$ cat config.mk
export PLATFORM = sky130hd
export DESIGN_NAME = jt12_interp_lin
export DESIGN_NICKNAME = d
export VERILOG_FILES = /design/src/rtl/jt12_interp_lin_pkg.sv /design/src/rtl/jt12_interp_lin.sv
export SDC_FILE = /design/constraint.sdc
export NUM_CORES = 1
export LEC_CHECK = 0
export ABC_CLOCK_PERIOD_IN_PS = 4600
export CAP_MARGIN = 30
export CORE_AREA = 2 2 102 104
export CTS_BUF_LIST = sky130_fd_sc_hd__clkbuf_8
export DETAILED_ROUTE_END_ITERATION = 8
export DIE_AREA = 0 0 104 106
export GPL_TIMING_DRIVEN = 1
export PLACE_DENSITY = 0.62
export SYNTH_ARGS = -nofsm -noshare
export SYNTH_HDL_FRONTEND = slang
export SYNTH_SLANG_ARGS = --single-unit
$ cat constraint.sdc
create_clock -name clk -period 4.6 [get_ports clk]
set_clock_uncertainty 0.15 [all_clocks]
set_input_delay 0.69 -clock clk [delete_from_list [all_inputs] [get_ports clk]]
set_output_delay 0.69 -clock clk [all_outputs]
set_load 0.03 [all_outputs]
$ cat src/rtl/jt12_interp_lin_pkg.sv
// Shared jt12 constants and types for the interpolator feeding the sigma-delta DAC.
// The DAC wrapper and the interpolator both take their ratio default from here.
package jt12_interp_lin_pkg;

    localparam int JT12_INTERP_RW = 5;

    typedef enum logic {
        HOLD = 1'b0,
        RAMP = 1'b1
    } interp_state_e;

endpackage

$ cat src/rtl/jt12_interp_lin.sv
// Linear interpolator: ramps from the current output to each strobed target over
// 2^rate_w clocks and emits one sample per clock for the sigma-delta DAC.
module jt12_interp_lin
    import jt12_interp_lin_pkg::*;
#(
    parameter int width  = 12,
    parameter int rate_w = JT12_INTERP_RW
) (
    input  logic             clk,
    input  logic             rst,
    input  logic [width-1:0] din,
    input  logic             din_valid,
    output logic [width-1:0] dout,
    output logic             busy,
    output logic             early
);

    localparam int AW = width + 1 + rate_w;
    localparam int SW = width + 1;
    localparam logic [rate_w-1:0] CNT_ONE = rate_w'(1);

    logic [AW-1:0]     acc_q, acc_d;
    logic [SW-1:0]     step_q, step_d;
    logic [rate_w-1:0] cnt_q, cnt_d;
    interp_state_e     state_q, state_d;
    logic              early_q, early_d;

    logic [SW-1:0] step_new;
    logic [AW-1:0] acc_base;

    // The extra integer bit makes din - dout impossible to overflow.
    assign step_new = {din[width-1], din} - {dout[width-1], dout};
    // Restart point: current integer output with the fraction dropped.
    assign acc_base = {dout[width-1], dout, {rate_w{1'b0}}};

    always_comb begin
        acc_d   = acc_q;
        step_d  = step_q;
        cnt_d   = cnt_q;
        state_d = state_q;
        early_d = 1'b0;
        if (din_valid) begin
            step_d  = step_new;
            acc_d   = acc_base + {{rate_w{step_new[SW-1]}}, step_new};
            cnt_d   = '1;
            state_d = RAMP;
            early_d = (state_q == RAMP);
        end else if (state_q == RAMP) begin
            acc_d = acc_q + {{rate_w{step_q[SW-1]}}, step_q};
            cnt_d = cnt_q - CNT_ONE;
            if (cnt_q == CNT_ONE) begin
                state_d = HOLD;
            end
        end
    end

    always_ff @(posedge clk) begin
        if (rst) begin
            acc_q   <= '0;
            step_q  <= '0;
            cnt_q   <= '0;
            state_q <= HOLD;
            early_q <= 1'b0;
        end else begin
            acc_q   <= acc_d;
            step_q  <= step_d;
            cnt_q   <= cnt_d;
            state_q <= state_d;
            early_q <= early_d;
        end
    end

    // Integer part is the floor because the accumulator is two's complement.
    assign dout  = acc_q[rate_w +: width];
    assign busy  = (state_q == RAMP);
    assign early = early_q;

endmodule

==> out/results.txt, run 1 <==
Die Wd -> 104 um
Clock Latency Late Sink -> 0.30 ns
Synth cell types -> 60
Leakage power -> 1.614 nW
Setup crit start -> din[1]
Maximum VDD drop -> 0.2380 mV
Port Buffer Count -> 28
Layout Nets -> 494
Design area -> 3914 um2
Post-route insts no fill -> 571
CP required -> 4.65 ns
Vias in the first global route -> 2840
Slew headroom -> 48.36%
Iteration-0 DRC Markers -> 112
Reg2reg start -> acc_q[6]
Area grow syn2layout -> 16.33%
Root buffer cell -> clkbuf_8
Total routed wirelength -> 8583 um
Area leader, netlist -> dfxtp_1
# IOs -> 29
Grt ovf -> 0
WS Path Type -> in -> reg
Slew Viols, Final -> 0
Post-synth EDFFs -> 0
H-Tree Depth -> 2
CTS sink count -> 37
# placed instances -> 563
Instance area after placement -> 3767 um2
Initial DRT Pass Iterations -> 4
Share of layout cells above drive strength 1 -> 8.736%
GR Util All Layers -> 15.58%
YS warnings -> 0
Final WS setup -> 0.3350 ns
WL per Instance -> 15.03 um
Finish-stage setup viols -> 0
Fmax -> 234.5 MHz
Longest Clk Path Bufs -> 2
Type of destination of the critical path -> register
Post-DRT Antenna Nets -> 0
Final hold vios -> 0
Gate count after technology mapping -> 412
Antenna violations before repair -> 0
Period minus WS final -> 4.265 ns
Via count -> 3027
Worst setup SP type -> input port
Largest net degree at the start of global routing -> 42
Hold WC Path Type -> reg -> reg
Worst-path clk slew -> 0.09 ns
Top-count cell post-synth -> a21oi_1
Critical-path maximum fanout -> 3
Status -> complete, no violations
RSZ-0062 raised after global routing -> false
Post-layout util -> 39.14%
CTS Hold Bufs -> 0
Async SR Flop Fraction -> 0%
Most used DFF post-synth -> dfxtp_1
Hold Crit Start -> step_q[2]
Core Rows -> 37
Seq cells post-synth -> 37
DP Wirelength -> 6386 um
GP Congestion -> 0.8916
Post-synthesis sequential area ratio -> 22.02%
Top post-synthesis cells by count -> 45 x a21oi_1, 42 x ha_1, 37 x dfxtp_1, 25 x nand2_1, 24 x inv_1
Hold_ws -> 0.3219 ns
Synth Cell Area -> 3364 um2
Net Count, Synth -> 472
Worst Tran Pin Value -> 0.7698 ns
Core ar. -> 10000 um2
Initial Util -> 33.65%
Full die area -> 11020 um2
Crit share post-route -> 92.72%
Pre-CTS setup slack -> -0.04987 ns
CTS Buf Count -> 5
Crit path arrival time -> 4.31 ns
ANT cells -> 0
Syn Area/Cell -> 8.166 um2
DRC Markers -> 0
Power, Total -> 2.911 mW
Vias/cell -> 5.301
Die height -> 106 um
Max-cap check violation count -> 0
Synth top area share -> 22.02%
Setup TNS -> 0 ns
P per Cell Area -> 743.7 nW/um2
First-pass GRT wire length -> 13990 um
Area contributors post-synth -> dfxtp_1 22%, ha_1 16%, a21oi_1 6.7%, xnor2_1 5.7%, o21ai_0 3.3%
CTS tree -> yes
## cells by family after synthesis
family | share of synthesized area, %
adders and majority gates | 17.40
xor gates and xnor gates | 8.590
AOI/OAI and AO/OA | 28.41
and+or+nand+nor | 14.28
DFF | 22.02
muxes | 2.083
buffers and inverters | 7.215
## worst max-delay path, stage by stage
cell	delay, ns
clkdlybuf4s50_1	0.45
ha_1	0.30
nor2b_1	0.13
o21a_1	0.18
o21ai_2	0.19
a2111oi_0	0.18
or4_1	0.52
and2_1	0.18
ha_1	0.29
o21a_1	0.12
o31a_1	0.10
o21a_1	0.21
a31oi_1	0.21
xnor2_1	0.14
nor2_1	0.07
a2111oi_2	0.33
## area by class of cell
| type | count | area (um2) |
|---|---|---|
| Clock buffer | 5 | 68.82 |
| Sequential cell | 37 | 740.7 |
| Timing Repair Buffer | 41 | 377.9 |
| Clock inverter | 3 | 65.06 |
| Fill cell | 1066 | 6086 |
| Multi-Input combinational cell | 323 | 2394 |
| Tap cell | 136 | 170.2 |
| Inverter | 26 | 97.59 |
## what timing repair did
action                                 4_1_cts  5_1_grt
setup endpoints to repair                    0        2
gates resized for setup                      0        3
setup buffers                                0        0
endpoints found under the hold margin        0        0
## state kept, by name, summed over array words and instances (netlist names)
register / flops
early: 1
acc_q: 17
cnt_q: 5
busy: 1
step_q: 13
## placed cells by master (no fill, tap or decap), drive strengths merged, types with 11 or more instances in the layout
cell type       n
a21oi          46
ha             42
dfxtp          37
clkdlybuf4s50  28
nand2          25
o21ai          25
inv            24
xnor2          22
nor2           19
nor3           14
buf            13
a211oi         13
o21a           12
xor2           11
## final timing paths
| path | end | slack, ns | cells after the start |
|---|---|---|---|
| hold reg to reg | step_q[2] | 0.32 | 1 |
| setup reg to reg | acc_q[14] | 0.60 | 16 |
| hold / removal | step_q[2] | 0.32 | 1 |
| setup / recovery | acc_q[14] | 0.34 | 16 |
## routing by layer
layer / track usage [%] / routed length, um / up-vias
met1: 19.92 / 4007 / 1424
met5: 0 / 0 / -
li1: - / - / 1543
met4: 3.861 / 129 / 0
met3: 2.269 / 259 / 10
met2: 27.58 / 4186 / 50
## where the power goes
group	switching, mW	total, mW	internal [mW]
Combinational	1.09	2.04	0.943
Sequential	0.108	0.527	0.419
Clock	0.133	0.349	0.216
Total	1.33	2.91	1.58
Power figures use the tool's default switching activity.
==> run 2: changes to the inputs <==
- ABC_CLOCK_PERIOD_IN_PS: 4600 -> 3700
- CORE_AREA: 2 2 102 104 -> 4 4 104 106
- CTS_BUF_LIST: sky130_fd_sc_hd__clkbuf_8 -> not set
- DIE_AREA: 0 0 104 106 -> 0 0 108 110
- PLACE_DENSITY: 0.62 -> 0.63
- clock period: 4.6 -> 3.7 ns (I/O delays scaled with it)
==> run 2 against run 1 <==
- sequential cell count unchanged
- cell count increased by 9.6%
- sequential power increased by 15%
- largest cell class unchanged
- largest power group unchanged
==> out/results.txt, run 2 (synthesized netlist as in run 1, its figures left out) <==
DRC Markers -> 0
Port Buffer Count -> 28
Crit-path max cell delay -> 0.50 ns
Most crowded layer after global routing -> met2
Total routed wirelength -> 9452 um
Worst-path clk slew -> 0.07 ns
Slew headroom -> 46.53%
Hold Path Cell Cnt -> 1
Status -> complete, no violations
# IOs -> 29
CTS Buf Count -> 5
GR Util met2 -> 25.93%
CTS tree -> yes
Final hold vios -> 0
Largest register FFs -> 17
Power, Total -> 4.356 mW
GP Congestion -> 0.8622
ANT cells -> 0
Type of destination of the critical path -> register
Max-cap check violation count -> 0
Biggest register -> acc_q
Slew Viols, Final -> 0
Largest net degree at the start of global routing -> 41
Period minus WS final -> 3.576 ns
Grt ovf -> 0
Post-route insts no fill -> 626
DP Wirelength -> 6751 um
WS Path Type -> in -> reg
Layout Nets -> 552
Top Registers -> acc_q: 17 flops, step_q: 13 flops, cnt_q: 5 flops
Die Wd -> 108 um
CP max-delay cell -> or4_4
Longest Clk Path Bufs -> 2
Crit share post-route -> 96.65%
Root buffer cell -> clkbuf_8
Clock Latency Late Sink -> 0.30 ns
Core Rows -> 36
Post-DRT Antenna Nets -> 0
Core ar. -> 9774 um2
First-pass GRT wire length -> 15160 um
Critical-path maximum fanout -> 3
Grt met3 use -> 2.621%
CP required -> 3.76 ns
GR Util All Layers -> 15.97%
Antenna violations before repair -> 0
Via count -> 3295
Leakage power -> 1.962 nW
Met1 GRT Util -> 20.75%
Maximum VDD drop -> 0.3167 mV
Worst setup SP type -> input port
P per Cell Area -> 948.5 nW/um2
Vias/cell -> 5.264
Instance area after placement -> 4116 um2
Crit path arrival time -> 3.64 ns
Die height -> 110 um
Most common cell after layout, fill and taps aside -> buf_4
# placed instances -> 607
Setup TNS -> 0 ns
Design area -> 4593 um2
Hold WC Path Type -> reg -> reg
Fmax -> 279.6 MHz
H-Tree Depth -> 2
Full die area -> 11880 um2
Area grow syn2layout -> 36.52%
Share of layout cells above drive strength 1 -> 27.99%
Worst Tran Pin Value -> 0.7971 ns
Commonest non-fill, non-tap cells in the layout -> 72 x buf_4, 38 x a21oi_1, 35 x dfxtp_1
Vias in the first global route -> 3134
Post-layout util -> 46.99%
Iteration-0 DRC Markers -> 148
CTS sink count -> 37
Most frequent CP cell -> o21a_1
Sequence of cells on the critical path -> buf_4 -> ha_4 -> nor2b_1 -> o21a_1 -> o21ai_4 -> a2111oi_4 -> or4_4 -> and2_4 -> ha_4 -> o21a_1 -> o31a_1 -> o21a_1 -> nand4_1 -> a21oi_2 -> xnor2_1 -> a221oi_2
Initial Util -> 34.42%
WL per Instance -> 15.10 um
Path depth of the worst reg2reg path -> 16
Initial DRT Pass Iterations -> 4
Finish-stage setup viols -> 0
==> run 2: cell count changes in the layout (fill, tap and decap cells not counted), moves of 5 or more <==
| cell | previous run | this run |
|---|---|---|
| buf_4 | 13 | 72 |
| ha_1 | 42 | 31 |
| ha_4 | 0 | 9 |
| clkdlybuf4s50_1 | 28 | 21 |
| a21oi_1 | 44 | 38 |
| a21oi_2 | 2 | 7 |
==> run 2: worst max-delay path, delay by kind of cell <==
kind                       cells  cell delay, ns
AOI/OAI and AO/OA              8            1.45
xor gates and xnor gates       1            0.10
adders and majority gates      2            0.49
buffers and inverters          1            0.13
and+or+nand+nor                4            0.92
==> run 2: worst paths after layout <==
kind / start / endpoint / slack (ns)
max: din[1] / acc_q[16] / 0.12
min reg2reg: step_q[0] / step_q[0] / 0.32
max reg2reg: acc_q[6] / acc_q[16] / 0.15
min: step_q[0] / step_q[0] / 0.32
==> run 2: final cells by class <==
| type | instances | area (um2) |
|---|---|---|
| flip-flops and latches | 37 | 743.2 |
| fillers | 964 | 5181 |
| repair buffers | 99 | 814.5 |
| well taps | 133 | 166.4 |
| clock buffers | 7 | 96.34 |
| clock inverters | 1 | 5.005 |
| inverters | 26 | 97.59 |
| multi-input cells | 323 | 2670 |
==> run 2: routing by layer <==
layer,part of all wire (%),routed length [um],up-vias
met5,0,0,-
met4,3.2,302,0
met3,3.4,319,23
met2,48,4552,67
met1,45,4278,1551
li1,-,-,1654
==> run 2: repair_timing <==
item | 4_1_cts | 5_1_grt
endpoints found under the setup margin | 8 | 7
gates resized for setup | 36 | 33
endpoints found under the hold margin | 0 | 0
hold buffers | 0 | 0
pin swaps | 36 | 29
setup buffers | 7 | 4
==> run 2: per-stage QoR <==
| stage | setup slack [ns] | hold slack, ns |
|---|---|---|
| 2_1_floorplan | 0.04307 | 0.2816 |
| 3_3_place_gp | -0.7307 | 0.2951 |
| 3_5_place_dp | -0.7802 | 0.3066 |
| 4_1_cts | 0.004541 | 0.3251 |
| 5_1_grt | -0.03661 | 0.3426 |
| 6_report | 0.1239 | 0.3150 |
==> run 2: power by group <==
part / leakage (nW) / internal (mW) / switching, mW / total [mW]
clock: 0.0542 / 0.169 / 0.153 / 0.322
sequential: 0.308 / 0.523 / 0.0820 / 0.605
combinational: 1.60 / 1.74 / 1.69 / 3.43
==> run 3: changes to the inputs <==
- RECOVER_POWER: not set -> 100
==> run 3 against run 2 <==
- maximum frequency is essentially flat
- clock-buffer cell count is the same
- combinational power is essentially flat
- largest power group unchanged
- setup slack gained 0.0026 ns
- largest cell class unchanged
==> out/results.txt, run 3 (synthesized netlist as in run 1, its figures left out) <==
Period minus WS final -> 3.574 ns
Finish-stage setup viols -> 0
Post-DRT Antenna Nets -> 0
CP max-delay cell -> or4_4
DP Wirelength -> 6751 um
CTS sink count -> 37
Final hold vios -> 0
Area grow syn2layout -> 36.41%
CTS Hold Bufs -> 0
Max-cap check violation count -> 0
H-Tree Depth -> 2
Fmax -> 279.8 MHz
Slew Viols, Final -> 0
DRC Markers -> 0
Grt ovf -> 0
GP Congestion -> 0.8622
Layout Nets -> 552
Antenna violations before repair -> 0
Port Buffer Count -> 28
Most common cell after layout, fill and taps aside -> buf_4
Clock Latency Late Sink -> 0.30 ns
GR Util All Layers -> 15.97%
Worst Tran Pin Value -> 0.8043 ns
Initial DRT Pass Iterations -> 4
ANT cells -> 0
Maximum VDD drop -> 0.3168 mV
Longest Clk Path Bufs -> 2
Crit-path max cell delay -> 0.51 ns
P per Cell Area -> 949.1 nW/um2
Root buffer cell -> clkbuf_8
Post-route insts no fill -> 626
Crit path arrival time -> 3.64 ns
Critical-path maximum fanout -> 3
Total routed wirelength -> 9485 um
WL per Instance -> 15.15 um
Largest net degree at the start of global routing -> 41
Core ar. -> 9774 um2
First-pass GRT wire length -> 15160 um
Hold_ws -> 0.3150 ns
CP required -> 3.76 ns
Top Registers -> acc_q: 17 flops, step_q: 13 flops, cnt_q: 5 flops
Status -> complete, no violations
Crit share post-route -> 96.58%
Share of layout cells above drive strength 1 -> 27.79%
Worst-path clk slew -> 0.07 ns
Vias in the first global route -> 3134
# IOs -> 29
Leakage power -> 1.959 nW
Iteration-0 DRC Markers -> 138
Slew headroom -> 46.05%
Biggest register -> acc_q
Hold WC Path Type -> reg -> reg
Sequence of cells on the critical path -> buf_4 -> ha_4 -> nor2b_1 -> o21a_1 -> o21ai_4 -> a2111oi_4 -> or4_4 -> and2_4 -> ha_4 -> o21a_1 -> o31a_1 -> o21a_1 -> nand4_1 -> a21oi_2 -> xnor2_1 -> a221oi_2
CTS tree -> yes
Vias/cell -> 5.267
CTS Buf Count -> 5
Largest register FFs -> 17
Core Rows -> 36
Most frequent CP cell -> o21a_1
Worst setup SP type -> input port
Via count -> 3297
Type of destination of the critical path -> register
Initial Util -> 34.42%
WS Path Type -> in -> reg
Die Wd -> 108 um
Full die area -> 11880 um2
# placed instances -> 607
Die height -> 110 um
Commonest non-fill, non-tap cells in the layout -> 71 x buf_4, 38 x a21oi_1, 35 x dfxtp_1
==> run 3: changes by cell type in the layout (fill, tap and decap cells not counted), sizes merged <==
| cell | before | now |
|---|---|---|
| buf | 72 | 71 |
| clkbuf | 8 | 9 |
| clkdlybuf4s50 | 21 | 20 |
| dlygate4sd3 | 0 | 1 |
==> run 3: critical path: cells and delay by family <==
family	cells	cell delay, ns
XOR/XNOR	1	0.10
AND/OR/NAND/NOR	4	0.93
buffers and inverters	1	0.13
AO/OA/AOI/OAI	8	1.45
adder cells (fa/ha/maj)	2	0.49
==> run 3: cell type report <==
cell class              instances  area (um2)
clock buffers                   7       96.34
clock inverters                 1       5.005
repair buffers                 99       810.8
fillers                       966        5185
multi-input cells             323        2670
well taps                     133       166.4
inverters                      26       97.59
flip-flops and latches         37       743.2
==> run 3: path summary, 6_finish.rpt <==
| check | startpoint | endpoint | slack (ns) | cells after the start |
|---|---|---|---|---|
| worst max register to register | acc_q[6] | acc_q[16] | 0.14 | 16 |
| worst min-delay path | step_q[0] | step_q[0] | 0.31 | 1 |
| worst max-delay path | din[1] | acc_q[16] | 0.13 | 16 |
| worst min register to register | step_q[0] | step_q[0] | 0.31 | 1 |
==> run 3: through the flow <==
stage | worst slack (ns) | utilization (%) | total power [mW] | instance area (um2) | setup TNS, ns
after detailed placement | -0.7802 | 42.11 | 3.516 | 4116 | -5.172
final | 0.1265 | 46.95 | 4.356 | 4589 | 0
after global placement | -0.7307 | 42.11 | 3.471 | 4116 | -4.674
after CTS | 0.004541 | 44.94 | 4.134 | 4393 | 0
after floorplan | 0.04307 | - | 2.538 | 3364 | 0
after global routing | -0.03660 | 46.95 | 4.724 | 4589 | -0.03660
==> run 3: metal layers <==
layer	GRT usage (%)	vias up	wire length, um
li1	-	1654	-
met1	20.75	1550	4337
met2	25.93	67	4507
met3	2.621	26	299
met4	7.484	0	341
met5	0	-	0
==> run 3: what timing repair did <==
item | CTS | global route
buffers inserted | 7 | 4
pin swaps | 36 | 29
gates resized for setup | 36 | 33
setup endpoints to repair | 8 | 7
hold endpoints to repair | 0 | 0
==> run 3: where the power goes <==
part | leakage, nW | internal, mW | switching, mW
sequential | 0.308 | 0.523 | 0.0822
combinational | 1.60 | 1.74 | 1.69
clock | 0.0542 | 0.169 | 0.155
